===== src/rtl/qpsk_symbol_pacer.sv =====
// Symbol pacer: buffers words in a FIFO and releases one per symbol period, timed
// by a modulo-CLK_FREQ_HZ phase accumulator stepped by the latched symbol rate.
module qpsk_symbol_pacer #(
   parameter int DATA_WIDTH  = 16,
   parameter int DEPTH       = 16,
   parameter int PRIME_LEVEL = 8,
   parameter int CLK_FREQ_HZ = 100000000,
   parameter int ACC_WIDTH   = 33
) (
   input  logic                          clk,
   input  logic                          reset_n,
   input  logic                          enable,
   input  logic [31:0]                   symbol_rate,
   input  logic [DATA_WIDTH-1:0]         data_in,
   input  logic                          data_valid_in,
   output logic                          in_ready,
   output logic [DATA_WIDTH-1:0]         sym_data,
   output logic                          sym_valid,
   output logic [$clog2(DEPTH):0]        fill_level,
   output logic                          overflow,
   output logic                          underflow,
   output logic                          rate_changed
);

   localparam int AW = $clog2(DEPTH);
   localparam int LW = AW + 1;
   localparam logic [ACC_WIDTH-1:0] MODULUS = ACC_WIDTH'(CLK_FREQ_HZ);
   localparam logic [LW-1:0]        DEPTH_L = LW'(DEPTH);
   localparam logic [LW-1:0]        PRIME_L = LW'(PRIME_LEVEL);

   typedef enum logic [1:0] {
      IDLE  = 2'd0,
      PRIME = 2'd1,
      RUN   = 2'd2
   } state_t;

   state_t                  state;
   state_t                  state_next;
   logic [ACC_WIDTH-1:0]    rate_q;
   logic [ACC_WIDTH-1:0]    rate_in;
   logic [ACC_WIDTH-1:0]    acc;
   logic [ACC_WIDTH-1:0]    sum;
   logic                    rate_upd;
   logic                    tick;
   logic [DATA_WIDTH-1:0]   mem [0:DEPTH-1];
   logic [AW-1:0]           wr_ptr;
   logic [AW-1:0]           rd_ptr;
   logic [LW-1:0]           level;
   logic [LW-1:0]           level_next;
   logic                    full;
   logic                    empty;
   logic                    push;
   logic                    pop;
   logic                    starve;

   // Rates above the clock frequency saturate to one symbol per cycle.
   always_comb begin
      rate_in = ACC_WIDTH'(symbol_rate);
      if ({32'd0, symbol_rate} > 64'(CLK_FREQ_HZ))
         rate_in = MODULUS;
   end

   assign rate_upd = (rate_in != rate_q);
   assign sum      = acc + rate_q;
   // A rate-change cycle restarts the phase, so it never produces a tick.
   assign tick     = enable && !rate_upd && (sum >= MODULUS);

   always_ff @(posedge clk or negedge reset_n) begin
      if (!reset_n) begin
         rate_q       <= '0;
         acc          <= '0;
         rate_changed <= 1'b0;
      end else begin
         rate_changed <= rate_upd;
         if (rate_upd)
            rate_q <= rate_in;
         if (!enable || rate_upd)
            acc <= '0;
         else if (sum >= MODULUS)
            acc <= sum - MODULUS;
         else
            acc <= sum;
      end
   end

   assign full  = (level == DEPTH_L);
   assign empty = (level == '0);
   assign push  = data_valid_in && !full;

   always_comb begin
      state_next = state;
      pop        = 1'b0;
      starve     = 1'b0;
      case (state)
         IDLE: begin
            if (enable && (rate_q != '0))
               state_next = PRIME;
         end
         PRIME: begin
            if (level >= PRIME_L)
               state_next = RUN;
         end
         RUN: begin
            if (tick) begin
               if (empty) begin
                  starve     = 1'b1;
                  state_next = PRIME;
               end else begin
                  pop = 1'b1;
               end
            end
         end
         default: state_next = IDLE;
      endcase
      if (!enable || (rate_q == '0))
         state_next = IDLE;
   end

   always_comb begin
      level_next = level;
      case ({push, pop})
         2'b10:   level_next = level + LW'(1);
         2'b01:   level_next = level - LW'(1);
         default: level_next = level;
      endcase
   end

   always_ff @(posedge clk) begin
      if (push)
         mem[wr_ptr] <= data_in;
   end

   always_ff @(posedge clk or negedge reset_n) begin
      if (!reset_n) begin
         state     <= IDLE;
         wr_ptr    <= '0;
         rd_ptr    <= '0;
         level     <= '0;
         in_ready  <= 1'b0;
         sym_data  <= '0;
         sym_valid <= 1'b0;
         overflow  <= 1'b0;
         underflow <= 1'b0;
      end else begin
         state     <= state_next;
         level     <= level_next;
         in_ready  <= (level_next != DEPTH_L);
         sym_valid <= pop;
         overflow  <= data_valid_in && full;
         underflow <= starve;
         if (push)
            wr_ptr <= wr_ptr + AW'(1);
         if (pop) begin
            rd_ptr   <= rd_ptr + AW'(1);
            sym_data <= mem[rd_ptr];
         end
      end
   end

   assign fill_level = level;

endmodule


===== config.mk =====
export PLATFORM = sky130hd
export DESIGN_NAME = qpsk_symbol_pacer
export DESIGN_NICKNAME = d
export VERILOG_FILES = /design/src/rtl/qpsk_symbol_pacer.sv
export SDC_FILE = /design/constraint.sdc
export NUM_CORES = 1
export LEC_CHECK = 0
export ABC_AREA = 1
export BUFFER_PORTS_ARGS = -buffer_cell sky130_fd_sc_hd__buf_2
export CORE_MARGIN = 2
export CORE_UTILIZATION = 64
export CTS_BUF_LIST = sky130_fd_sc_hd__clkbuf_4
export DETAILED_ROUTE_END_ITERATION = 12
export GPL_TIMING_DRIVEN = 0
export PLACE_DENSITY_LB_ADDON = 0.08
export SLEW_MARGIN = 20
export SYNTH_ARGS = -nofsm -noshare
export SYNTH_HDL_FRONTEND = slang
export SYNTH_SLANG_ARGS = --single-unit
export TNS_END_PERCENT = 50

===== constraint.sdc =====
create_clock -name clk -period 5.04 [get_ports clk]
set_clock_uncertainty 0.05 [all_clocks]
set_input_delay 1.008 -clock clk [delete_from_list [all_inputs] [get_ports clk]]
set_output_delay 1.008 -clock clk [all_outputs]
set_load 0.02 [all_outputs]

# Word level (Yosys, flattened, before mapping)
# Memories as Yosys holds them, arrays and structs flattened. A register that Yosys moved wholly into a read port is not among the register bits.
# Cells that the tools add are included.
[classes] n_lt_le_gt_ge=3 n_addsub=6 n_mul=0 bitwise=0 mux=18 n_reduce_logical=16 n_shift=0 eq_ne=11 div=0
[ops] operator="33-bit 2-to-1 mux" count=2
[ops] operator="33-bit adder" count=1
[ops] operator="33-bit by 27-bit >= comparator with 1-bit output (second input constant)" count=1
[ops] operator="33-bit logical NOT" count=1
[ops] operator="33-bit inequality test" count=1
[ops] operator="33-bit nonzero test" count=1
[ops] operator="33-bit by 27-bit subtractor with 33-bit output (second input constant)" count=1
[ops] operator="32-bit by 27-bit > comparator with 1-bit output (second input constant)" count=1
[ops] operator="32-bit 2-to-1 mux" count=1
[ops] operator="3-bit inequality test (second input constant)" count=4
[ops] operator="2-bit 2-to-1 mux" count=5
[ops] operator="5-bit one-hot mux with 2 select lines" count=1
[ops] operator="4-bit by 1-bit adder with 4-bit output (second input constant)" count=2
[ops] operator="1-bit 2-to-1 mux" count=8
[ops] operator="2-bit one-hot mux with 3 select lines" count=1
[ops] operator="5-bit by 1-bit adder with 5-bit output (second input constant)" count=1
[ops] operator="5-bit == test (second input constant)" count=1
[ops] operator="5-bit by 4-bit >= comparator with 1-bit output (second input constant)" count=1
[ops] operator="1-bit logical AND" count=5
[ops] operator="5-bit logical NOT" count=1
[ops] operator="5-bit inequality test (second input constant)" count=1
[ops] operator="5-bit by 1-bit subtractor with 5-bit output (second input constant)" count=1
[ops] operator="2-bit by 1-bit == test with 1-bit output (second input constant)" count=2
[ops] operator="2-bit == test (second input constant)" count=2
[ops] operator="other kinds (4)" count=8
[totals] register_bits=86 memories=1 rom_bits=0 latchBits=0 elab_cells=66 out_inout_bits=26 mem_bits_rw=256
[memory_table] name="mem" words=16 width=16 read_ports=1 rd_clocked_by_memory_dff=1 wr=1 line="45" text="logic [DATA_WIDTH-1:0] mem [0:DEPTH-1];"

# Depth between registers and ports, before layout
# Gate-level depths: netlist (run 1).
[depth] ltp_word=11 depth_mapped=35 depth_no_buf=35

# Worst setup path after synthesis (run 1)
# Ideal clock, no wire load.
[synth_path] path_kind="register to register" startpoint="register rate_q[0]" endpoint="register in_ready" required_ps=4861 stages_incl_launch_ff=36 slack_ps=562 setup_time_ps=129 t_arrival_ps=4299 path_cell_list="dfrtp_1 > ha_1 > inv_1 > fa_1 > inv_1 > nand3_1 > nand2_1 > nand2_1 > nand2_1 > xor2_1 > ha_1 > nand3_1 > a21oi_1 > nand3_1 > nor2_1 > nand2_1 > nor2_1 > nand3_1 > nor2_1 > nand3_1 > nor2_1 > nand2_1 > nand3_2 > inv_2 > nor2_4 > nand2_1 > nor2_1 > ha_1 > ha_1 > a21o_1 > a21oi_1 > inv_1 > a21oi_1 > o21ai_0 > xor2_1 > nand2_1"
[synth_via] elab_chain_len=9
[synth_rtl] element="from (decl)" line="39" text="logic [ACC_WIDTH-1:0] rate_q;"
[synth_rtl] element="from (signal assigned)" line="76" text="rate_q <= rate_in;"
[synth_rtl] element="parallel branches: the longest is 3 deep, another holds 33-bit adder"
[synth_rtl] element="1-bit logical AND *" line="66" text="assign tick = enable && !rate_upd && (sum >= MODULUS);"
[synth_rtl] element="1-bit 2-to-1 mux *" line="104" text="if (tick) begin"
[synth_rtl] element="1-bit 2-to-1 mux *" line="94" text="case (state)"
[synth_rtl] element="net pop" line="53" text="logic pop;"
[synth_rtl] element="2-bit by 1-bit == test with 1-bit output / 2-bit == test (equally long branches)" line="121" text="case ({push, pop})"
[synth_rtl] element="5-bit one-hot mux with 2 select lines *" line="121"
[synth_rtl] element="net level_next[4]" line="49" text="logic [LW-1:0] level_next;"
[synth_rtl] element="5-bit inequality test *" line="147" text="in_ready <= (level_next != DEPTH_L);"
[synth_rtl] element="to (signal assigned)" line="147"
[synth_rtl] element="to (decl)" line="16" text="output logic in_ready,"
# Mark *: on every way through the listed nets, which the timed path passes.
# A chain may end at the register's enable or synchronous reset.

# Final worst setup path (run 1)
[layout_path] startpoint="register acc[0]" endpoint="register level[4], in the netlist fill_level[4]"
[layout_via] elab_chain_len=7
[layout_rtl] element="from (decl)" line="41" text="logic [ACC_WIDTH-1:0] acc;"
[layout_rtl] element="from (signal assigned)" line="80" text="acc <= sum - MODULUS;"
[layout_rtl] element="from (signal assigned)" line="82" text="acc <= sum;"
[layout_rtl] element="33-bit adder *" line="64" text="assign sum = acc + rate_q;"
[layout_rtl] element="33-bit by 27-bit >= comparator with 1-bit output *" line="66"
[layout_rtl] element="1-bit logical AND *" line="66"
[layout_rtl] element="1-bit 2-to-1 mux *" line="104"
[layout_rtl] element="1-bit 2-to-1 mux *" line="94"
[layout_rtl] element="net pop" line="53"
[layout_rtl] element="2-bit by 1-bit == test with 1-bit output / 2-bit == test (equally long branches)" line="121"
[layout_rtl] element="5-bit one-hot mux with 2 select lines *" line="121"
[layout_rtl] element="net level_next[4]" line="49"
[layout_rtl] element="to (signal assigned)" line="146" text="level <= level_next;"
[layout_rtl] element="to (decl)" line="48" text="logic [LW-1:0] level;"
# The timed path passes the listed nets; every way through them passes the cells marked *.

==> results.toml, run 1 <==
[run_status]
status = "finished, violations left"
violations = "setup timing"

[logic_synthesis]
ys_types = 44
ys.flop_type = "edfxtp_1"
syn_inst = 2038
synth_most_common_cell = "nand2_1"
async_flop_share = 0.2829
yosys.area.top_type = "edfxtp_1"
syn_avg_cell_area_sq_um = 8.901
yosys_warnings = 0
synthTopCellsByArea = "edfxtp_1 (42%), dfrtp_1 (14%), nand2_1 (11%), nor2_1 (5.9%), o21ai_0 (4.9%)"
syn-cell-area_sq_um = 18140
yosysSeqAreaShare = 0.5631
synth_seq_cells = 357
synth_top_area_frac = 0.4238
synth_edf_count = 256
synth_common_cells = "nand2_1 (512), nor2_1 (284), edfxtp_1 (256), inv_1 (222), o21ai_0 (176)"

[finish]
final_core_util = 0.7494
layout-drive-gt1-share = 0.1546
area_delta_synth_final_pct = 15.08
nNetsFinal = 2350

[placement]
portBuffers = 77
dp_hpwl_um = 38200
place_congestion = 0.9429
pre_cts_ws_ns = -0.7203

[timing]
finalCritPeriodShare = 1.010
hold_slack_ns = 0.1215
setup_slack_ns = -0.04793
period_needed_ns = 5.088
maxSlewViolCount = 0
fmax_mhz = 196.5
tightest_slew_ns = 0.9777
fin_setup_tns_ns = -0.07948
hold_viol_final = 0
setup_viol = 2
max_slew_margin = 0.3482

[critical_path]
worst_path_max_delay_cell = "dfrtp_1"
end_kind = "flip-flop"
path_buf_inv = 5
start_kind = "flip-flop"
cpMostUsedCell = "ha_4"
cpPeakStageDelay_ns = 0.38
arrival_ns = 5.74
r2r_slack_ns = -0.05
critPathRequiredTime_ns = 5.69
path_delay_family = "simple AND/OR/NAND/NOR gates"
crit_type = "reg -> reg"
cp_max_fo = 4

[power]
share_comb_of_total_power = 0.146
power_switching_uw = 2037
vdd_drop_max_uv = 387.7
total_power_uw = 6911
power.share.sequential = 0.510
netSwitchingFraction = 0.2948
powerDensity_nw_per_um2 = 331.0
p_leak_uw = 0.009441
power_frac_clock = 0.344
p_int_uw = 4874

[route]
wl_per_cell_um = 20.35
antenna_violating_nets_post_route = 0
drt-initial-drc-count = 1918
drt_pass1_iterations = 6
vias = 15870
via_per_inst = 5.889
drc = 0
drt_wl_total_um = 54840

[global_routing]
grt_overflow = 0
antenna_found_initial = 2
track_usage = 0.3728
grt_max_degree = 58
grt_pass1_wl_um = 81850
first_global_vias = 15170

[die]
die_h_um = 172.4
rows = 61
ioPinCount = 78
die-area_sq_um = 29710
die_w_um = 172.4
start_util = 0.6512
core_area_sq_um = 27860

[clocking]
clkLatencyLatePin_ns = 0.79
numCtsBuffers = 91
cts_tree = "yes"
h-tree-depth = 3
clk_path_buf_depth = 3
cts_sinks = 357
cts.reportedPaths.clkPinSlew_ns = 0.07
cts-root-buf = "clkbuf_4"

[hold_path]
hold_path_class = "in -> async"

[flow_run]
drv_cap = 0
state kept, by name, indices dropped and copies added, names as in the netlist:
name	flops
acc	33
fill_level	5
in_ready	1
mem	256
overflow	1
rate_changed	1
rate_q	32
rd_ptr	4
state	2
sym_data	16
sym_valid	1
underflow	1
wr_ptr	4
cells by family after synthesis:
| group | share of synthesized area |
|---|---|
| flops | 0.5631 |
| simple gates | 0.2342 |
| xor+xnor | 0.008069 |
| other cells | 0.0002067 |
| compound gates | 0.09594 |
| buf+inv | 0.06614 |
| mux | 0.0005518 |
| fa+ha+maj | 0.03186 |
cell type report:
| type | count | area (sq um) |
|---|---|---|
| Antenna cell | 2 | 5.005 |
| Buffer | 70 | 325.3 |
| Clock buffer | 121 | 908.4 |
| Clock inverter | 34 | 182.7 |
| Fill cell | 2021 | 6982 |
| Inverter | 233 | 877.1 |
| Multi-Input combinational cell | 1382 | 7058 |
| Sequential cell | 357 | 10220 |
| Tap cell | 378 | 473.0 |
| Timing Repair Buffer | 118 | 828.3 |
per-layer routing:
layer	vias to the layer above	track usage	routed length [um]
met5	-	0	0
met4	0	0.2715	4179
met3	255	0.07324	5251
met2	988	0.5955	25640
met1	7282	0.4541	19770
li1	7345	-	-
power groups by stage:
stage / Clock [uW] / Combinational [uW] / Sequential [uW]
2_1_floorplan: 0 / 474 / 3580
3_3_place_gp: 0 / 816 / 3570
3_5_place_dp: 0 / 927 / 3570
4_1_cts: 2400 / 934 / 3510
5_1_grt: 2550 / 1080 / 3530
6_report: 2380 / 1010 / 3520
path summary, 6_finish.rpt:
path	startpoint	to	cells past startpoint
max	acc[0]	fill_level[4]	35
min	reset_n	rate_q[18]	1
max reg2reg	acc[0]	fill_level[4]	35
min reg2reg	sym_data[11]	sym_data[11]	2
max in group asynchronous	reset_n	acc[12]	2
min in group clk	sym_data[11]	sym_data[11]	2
cell usage in the layout (no fill, tap or decap), types with 8 or more instances in the layout:
master / n
buf_4: 30
nand2_1: 506
nor2_1: 264
clkinv_1: 28
inv_2: 8
nor3_1: 14
xor2_1: 10
clkbuf_1: 56
ha_4: 11
nor2_2: 29
nand3b_1: 27
nand2_2: 11
o22ai_1: 42
buf_2: 78
nor4_1: 10
nand3_1: 93
ha_1: 31
o21ai_0: 175
dfrtp_1: 98
buf_6: 9
o221ai_1: 16
inv_1: 221
nand4_1: 37
clkbuf_4: 121
a21oi_1: 44
edfxtp_1: 256
o221a_2: 10
buf_8: 13
what timing repair did:
action                     4_1_cts  5_1_grt
setup buffers                   10       14
pin swaps                       10       22
setup endpoints to repair        5        3
hold buffers                     0        0
resized for setup               19       33
stage by stage:
| step | area [sq um] | cells |
|---|---|---|
| after floorplan | 18160 | 2042 |
| after global placement | 19010 | 2497 |
| after detailed placement | 19320 | 2514 |
| after CTS | 20580 | 2679 |
| after global routing | 20880 | 2695 |
| final | 20880 | 2695 |
(Power assumes the default switching activity.)
==> run 2: changes to the inputs <==
--- a/config.mk
+++ b/config.mk
@@ -5,7 +5,7 @@
 export SDC_FILE = /design/constraint.sdc
 export NUM_CORES = 1
 export LEC_CHECK = 0
-export ABC_AREA = 1
+export ABC_AREA = 0
 export BUFFER_PORTS_ARGS = -buffer_cell sky130_fd_sc_hd__buf_2
 export CORE_MARGIN = 2
 export CORE_UTILIZATION = 64
@@ -13,8 +13,8 @@
 export DETAILED_ROUTE_END_ITERATION = 12
 export GPL_TIMING_DRIVEN = 0
 export PLACE_DENSITY_LB_ADDON = 0.08
+export SETUP_SLACK_MARGIN = 0.15
 export SLEW_MARGIN = 20
 export SYNTH_ARGS = -nofsm -noshare
 export SYNTH_HDL_FRONTEND = slang
 export SYNTH_SLANG_ARGS = --single-unit
-export TNS_END_PERCENT = 50
==> results.toml, run 2 <==
[run_status]
status = "finished, violations left"
violations = "setup timing"

[power]
vdd_drop_max_uv = 319.3
p_leak_uw = 0.007582
powerDensity_nw_per_um2 = 345.2

[finish]
layout_commonest_cell = "edfxtp_1"
area_delta_synth_final_pct = 19.47
layout-drive-gt1-share = 0.3441
reg_top3 = "mem x256, acc x33, rate_q x32"
final_core_util = 0.7743
top_register = "mem"
final_cell_mix = "edfxtp_1 (256), clkbuf_4 (136), dfrtp_1 (94), buf_2 (82), mux4_2 (80)"
nNetsFinal = 1512
nFillCells = 1523
largest_register_ffs = 256
multi_input_area_sq_um = 6820
layout.area.seq_sq_um = 10220

[route]
drt_wl_total_um = 43200
drt-initial-drc-count = 1103
via_per_inst = 6.360
drc = 0
antenna_violating_nets_post_route = 0
vias = 11620
drt_pass1_iterations = 6
wl_per_cell_um = 23.65

[critical_path]
path_delay_family = "simple AND/OR/NAND/NOR gates"
path_buf_inv = 3
cp_max_fo = 4
start_kind = "flip-flop"
critPathRequiredTime_ns = 5.59
end_kind = "flip-flop"
path_cells = "ha_4 -> buf_8 -> a21o_4 -> a31oi_4 -> a21oi_2 -> o41ai_2 -> xor2_1 -> ha_2 -> nand2_2 -> nor4_4 -> nand4_1 -> nor4_2 -> nand4_1 -> a21boi_4 -> nor2_4 -> buf_8 -> nor3_4 -> ha_4 -> buf_6 -> fa_1 -> mux2_2 -> or4_1 -> nand2b_4"
r2r_end = "in_ready"
worst_path_max_delay_cell = "or4_1"
r2r_slack_ns = -0.76
crit_type = "reg -> reg"
r2r_start = "rate_q[4]"
arrival_ns = 6.36
cpPeakStageDelay_ns = 0.54
worst-r2r-cell-count = 23

[logic_synthesis]
synthTopCellsByArea = "edfxtp_1 (46%), dfrtp_1 (15%), mux4_2 (11%), ha_1 (3.2%), xnor2_1 (2.2%)"
synth_top_area_frac = 0.4577
synthSimpleGateAreaFrac = 0.09961
async_flop_share = 0.2829
yosys.area_share.xor_xnor = 0.03233
yosysSeqAreaShare = 0.6082
ys.flop_type = "edfxtp_1"
yosys_warnings = 0
synth_common_cells = "edfxtp_1 (256), dfrtp_1 (101), mux4_2 (80), nor2_1 (79), nand2_1 (70)"
syn-cell-area_sq_um = 16790
ys_types = 84
synth_compound_area_frac = 0.08538
synth_seq_cells = 357
syn_inst = 1171
synth_most_common_cell = "edfxtp_1"
synth_top_family_by_area = "multiplexers"
synth_edf_count = 256
synthAdderAreaFrac = 0.03442
muxShareOfSynthArea = 0.1219
syn_avg_cell_area_sq_um = 14.34
yosys.area.top_type = "edfxtp_1"

[die]
die_w_um = 166.0
start_util = 0.6482
rows = 59
core_area_sq_um = 25910
die-area_sq_um = 27550
die_h_um = 166.0
ioPinCount = 78

[timing]
finalCritPeriodShare = 1.152
tightest_slew_ns = 0.9860
max_slew_margin = 0.3427
fmax_mhz = 172.3
hold_viol_final = 0
fin_setup_tns_ns = -2.380
maxSlewViolCount = 0
hold_slack_ns = 0.1457
setup_viol = 6
setup_slack_ns = -0.7648
rsz0062_at_grt = "yes"
period_needed_ns = 5.805

[clocking]
cts_tree = "yes"
h-tree-depth = 3
numCtsBuffers = 89
cts.reportedPaths.clkPinSlew_ns = 0.07
cts-root-buf = "clkbuf_4"
clkLatencyLatePin_ns = 0.74
clk_path_buf_depth = 3
cts_sinks = 357

[global_routing]
track_usage = 0.3166
grt_max_degree = 58
grt_pass1_wl_um = 66250
first_global_vias = 11860
grt_overflow = 0
antenna_found_initial = 1

[hold_path]
hold_path_class = "in -> async"

[placement]
dp_hpwl_um = 27330
portBuffers = 77
place_congestion = 0.8978

[flow_run]
drv_cap = 0
==> run 2: logic make-up after synthesis <==
logic type      Yosys count
xor+xnor                 62
simple gates            318
buf+inv                  73
mux                     102
flops                   357
fa+ha+maj                45
other cells               1
compound gates          213
==> run 2: per-stage QoR <==
step                instance area [sq um]  std cells  worst slack [ns]  total power (uW)
CTS                                 19880       1819           -0.4264              6929
floorplan                           16860       1175           -0.4370              4039
global placement                    17670       1587            -1.674              4311
global route                        20060       1827           -0.9311              7207
detailed placement                  17900       1598            -1.688              4426
finish                              20060       1827           -0.7648              6926
==> run 2: where the power goes <==
group	internal [uW]	switching, uW	total [uW]	leakage [uW]
Clock	1290	1190	2490	0.000703
Sequential	3420	103	3520	0.00362
Combinational	343	575	918	0.00326
==> run 2: final cells by class <==
cell class | count | area share
Sequential cell | 357 | 0.5095
Multi-Input combinational cell | 745 | 0.3399
Timing Repair Buffer | 149 | 0.05213
Clock buffer | 135 | 0.05051
Tap cell | 335 | 0.02089
Buffer | 48 | 0.01316
Clock inverter | 32 | 0.009042
Inverter | 25 | 0.004677
Antenna cell | 1 | 0.0001247
==> run 2: how the worst max path moves through the flow <==
stage                          startpoint  slack, ns  depth (start not counted)  endpoint
after floorplan           symbol_rate[12]      -0.44                         19  in_ready
after CTS                       rate_q[0]      -0.43                         24  in_ready
after global placement    symbol_rate[12]      -1.67                         20  in_ready
after detailed placement  symbol_rate[25]      -1.69                         19  in_ready
after global routing            rate_q[4]      -0.93                         23  in_ready
final                           rate_q[4]      -0.76                         23  in_ready
==> run 2: timing repair <==
action,in CTS,in global routing
hold buffers,0,0
setup buffers,54,6
gates resized for setup,91,23
pin swaps,36,27
setup endpoints to repair,34,18
==> run 2: worst reg2reg max path, delay by kind of cell (launching register included) <==
family,cells,cell delay [ns]
buffers and inverters,3,0.36
DFF,1,0.42
and+or+nand+nor,9,2.01
xor gates and xnor gates,1,0.25
adders and majority gates,4,1.09
muxes,1,0.28
AOI/OAI and AO/OA,5,1.20
==> run 2: routing by layer <==
metal	up-vias	routed length [um]	GRT usage
met1	5789	16490	0.4028
met2	556	22000	0.5378
met5	-	0	0
li1	5142	-	-
met3	132	2788	0.04981
met4	0	1933	0.1546
==> run 3: changes to the inputs <==
--- a/config.mk
+++ b/config.mk
@@ -12,7 +12,7 @@
 export CTS_BUF_LIST = sky130_fd_sc_hd__clkbuf_4
 export DETAILED_ROUTE_END_ITERATION = 12
 export GPL_TIMING_DRIVEN = 0
-export PLACE_DENSITY_LB_ADDON = 0.08
+export PLACE_DENSITY = 0.88
 export SETUP_SLACK_MARGIN = 0.15
 export SLEW_MARGIN = 20
 export SYNTH_ARGS = -nofsm -noshare
==> results.toml, run 3 (synthesized netlist as in run 2, its figures left out) <==
[route]
wl_per_cell_um = 25.34
drt_pass1_iterations = 7
drt-initial-drc-count = 1315
drt_wl_total_um = 45990
via_per_inst = 6.572
drc = 0
vias = 11930
antenna_violating_nets_post_route = 0

[finish]
final_cell_mix = "edfxtp_1 (256), clkbuf_4 (133), dfrtp_1 (90), buf_2 (82), mux4_2 (80)"
nFillCells = 1427
largest_register_ffs = 256
area_delta_synth_final_pct = 18.55
nNetsFinal = 1502
layout-drive-gt1-share = 0.3473
top_register = "mem"
reg_top3 = "mem x256, acc x33, rate_q x32"
finish.instance_area_sq_um = 19910
layout_commonest_cell = "edfxtp_1"

[clocking]
cts_sinks = 357
cts-root-buf = "clkbuf_4"
clkLatencyLatePin_ns = 0.74
h-tree-depth = 3
clk_path_buf_depth = 3
numCtsBuffers = 88
cts_tree = "yes"
cts.reportedPaths.clkPinSlew_ns = 0.07

[power]
powerDensity_nw_per_um2 = 347.4
p_leak_uw = 0.007523
power_switching_uw = 1933
share_comb_of_total_power = 0.135
power.share.sequential = 0.512
p_int_uw = 4983
vdd_drop_max_uv = 343.2
power_frac_clock = 0.353
netSwitchingFraction = 0.2795

[die]
ioPinCount = 78
core_area_sq_um = 25910
die_h_um = 166.0
die-area_sq_um = 27550
rows = 59
die_w_um = 166.0
start_util = 0.6482

[critical_path]
cp_max_fo = 9
arrival_ns = 6.26
worst-r2r-cell-count = 21
crit_type = "reg -> reg"
end_kind = "flip-flop"
start_kind = "flip-flop"
critPathRequiredTime_ns = 5.61

[global_routing]
grt_overflow = 0
grt_max_degree = 73
track_usage = 0.3307
antenna_found_initial = 3
first_global_vias = 12370
grt_pass1_wl_um = 69290

[timing]
rsz0062_at_grt = "yes"
hold_viol_final = 0
fin_setup_tns_ns = -1.116
max_slew_margin = 0.3134
setup_slack_ns = -0.6501
tightest_slew_ns = 1.030
finalCritPeriodShare = 1.129
fmax_mhz = 175.7
period_needed_ns = 5.690
setup_viol = 3
maxSlewViolCount = 0

[run_status]
violations = "setup timing"
status = "finished, violations left"

[hold_path]
hold_path_class = "in -> async"

[placement]
dp_hpwl_um = 29820
place_congestion = 0.9374
portBuffers = 77
pre_cts_ws_ns = -1.794
placed_area_sq_um = 17960

[flow_run]
drv_cap = 0
run 3: changes by cell type in the layout (fill, tap and decap cells not counted), sizes merged:
cell | before | now
buf | 172 | 163
clkbuf | 160 | 157
diode | 1 | 3
bufinv | 1 | 0
clkinv | 27 | 26
run 3: final cells by class:
class | instances | area (sq um) | share of cell area
diodes | 3 | 7.507 | 0.0003771
plain buffers | 48 | 264.0 | 0.01326
clock buffers | 132 | 991.0 | 0.04977
clock inverters | 30 | 148.9 | 0.007478
inverters | 25 | 93.84 | 0.004713
multi-input cells | 745 | 6794 | 0.3412
flip-flops and latches | 357 | 10230 | 0.5137
well taps | 335 | 419.2 | 0.02105
repair buffers | 140 | 963.4 | 0.04839
run 3: final timing paths:
kind / start / end / slack (ns)
hold reg to reg: sym_data[7] / sym_data[7] / 0.45
min in group clk: sym_data[7] / sym_data[7] / 0.45
max in group asynchronous: reset_n / rate_q[15] / 4.11
setup reg to reg: rate_q[17] / in_ready / -0.65
hold / removal: reset_n / acc[24] / 0.1
setup / recovery: rate_q[17] / in_ready / -0.65
run 3: worst max-delay path: stages (launching register included):
cell      delay, ns
dfrtp_2        0.44
ha_1           0.30
clkbuf_4       0.19
a21oi_1        0.27
o21ai_2        0.14
a21oi_2        0.20
o221ai_2       0.15
or3_1          0.38
a222oi_1       0.43
o21ai_1        0.20
or4b_4         0.55
buf_6          0.16
nor2_4         0.16
buf_8          0.12
nor3_4         0.05
ha_4           0.17
buf_6          0.12
fa_1           0.40
xnor2_1        0.24
o21ai_1        0.15
or4_4          0.54
nand2b_4       0.15
run 3: routing by layer:
layer,global-route usage,up-vias,routed length (um)
met2,0.5679,754,23450
li1,-,5115,-
met1,0.3972,5881,16240
met3,0.06173,179,3978
met4,0.1856,0,2323
met5,0,-,0
run 3: timing repair:
| item | in CTS | in global routing |
|---|---|---|
| endpoints found under the hold margin | 0 | 0 |
| setup endpoints to repair | 34 | 16 |
| buffers inserted | 33 | 11 |
| pin swaps | 36 | 29 |
| hold buffers | 0 | 0 |
| resized for setup | 69 | 46 |
run 3: power by group through the flow:
stage,combinational (uW),clock [uW],sequential (uW)
floorplan,462,0,3580
global placement,723,0,3560
detailed placement,853,0,3580
CTS,883,2450,3520
global route,980,2620,3550
finish,937,2440,3540
run 3: stage by stage:
step                  util  cells  hold slack, ns  total power, uW
floorplan                -   1175          0.4552             4039
global placement    0.6819   1587          0.4205             4284
detailed placement  0.6933   1606          0.4350             4432
CTS                 0.7588   1801         0.08322             6857
global route        0.7683   1814          0.1158             7153
finish              0.7684   1815         0.09683             6916
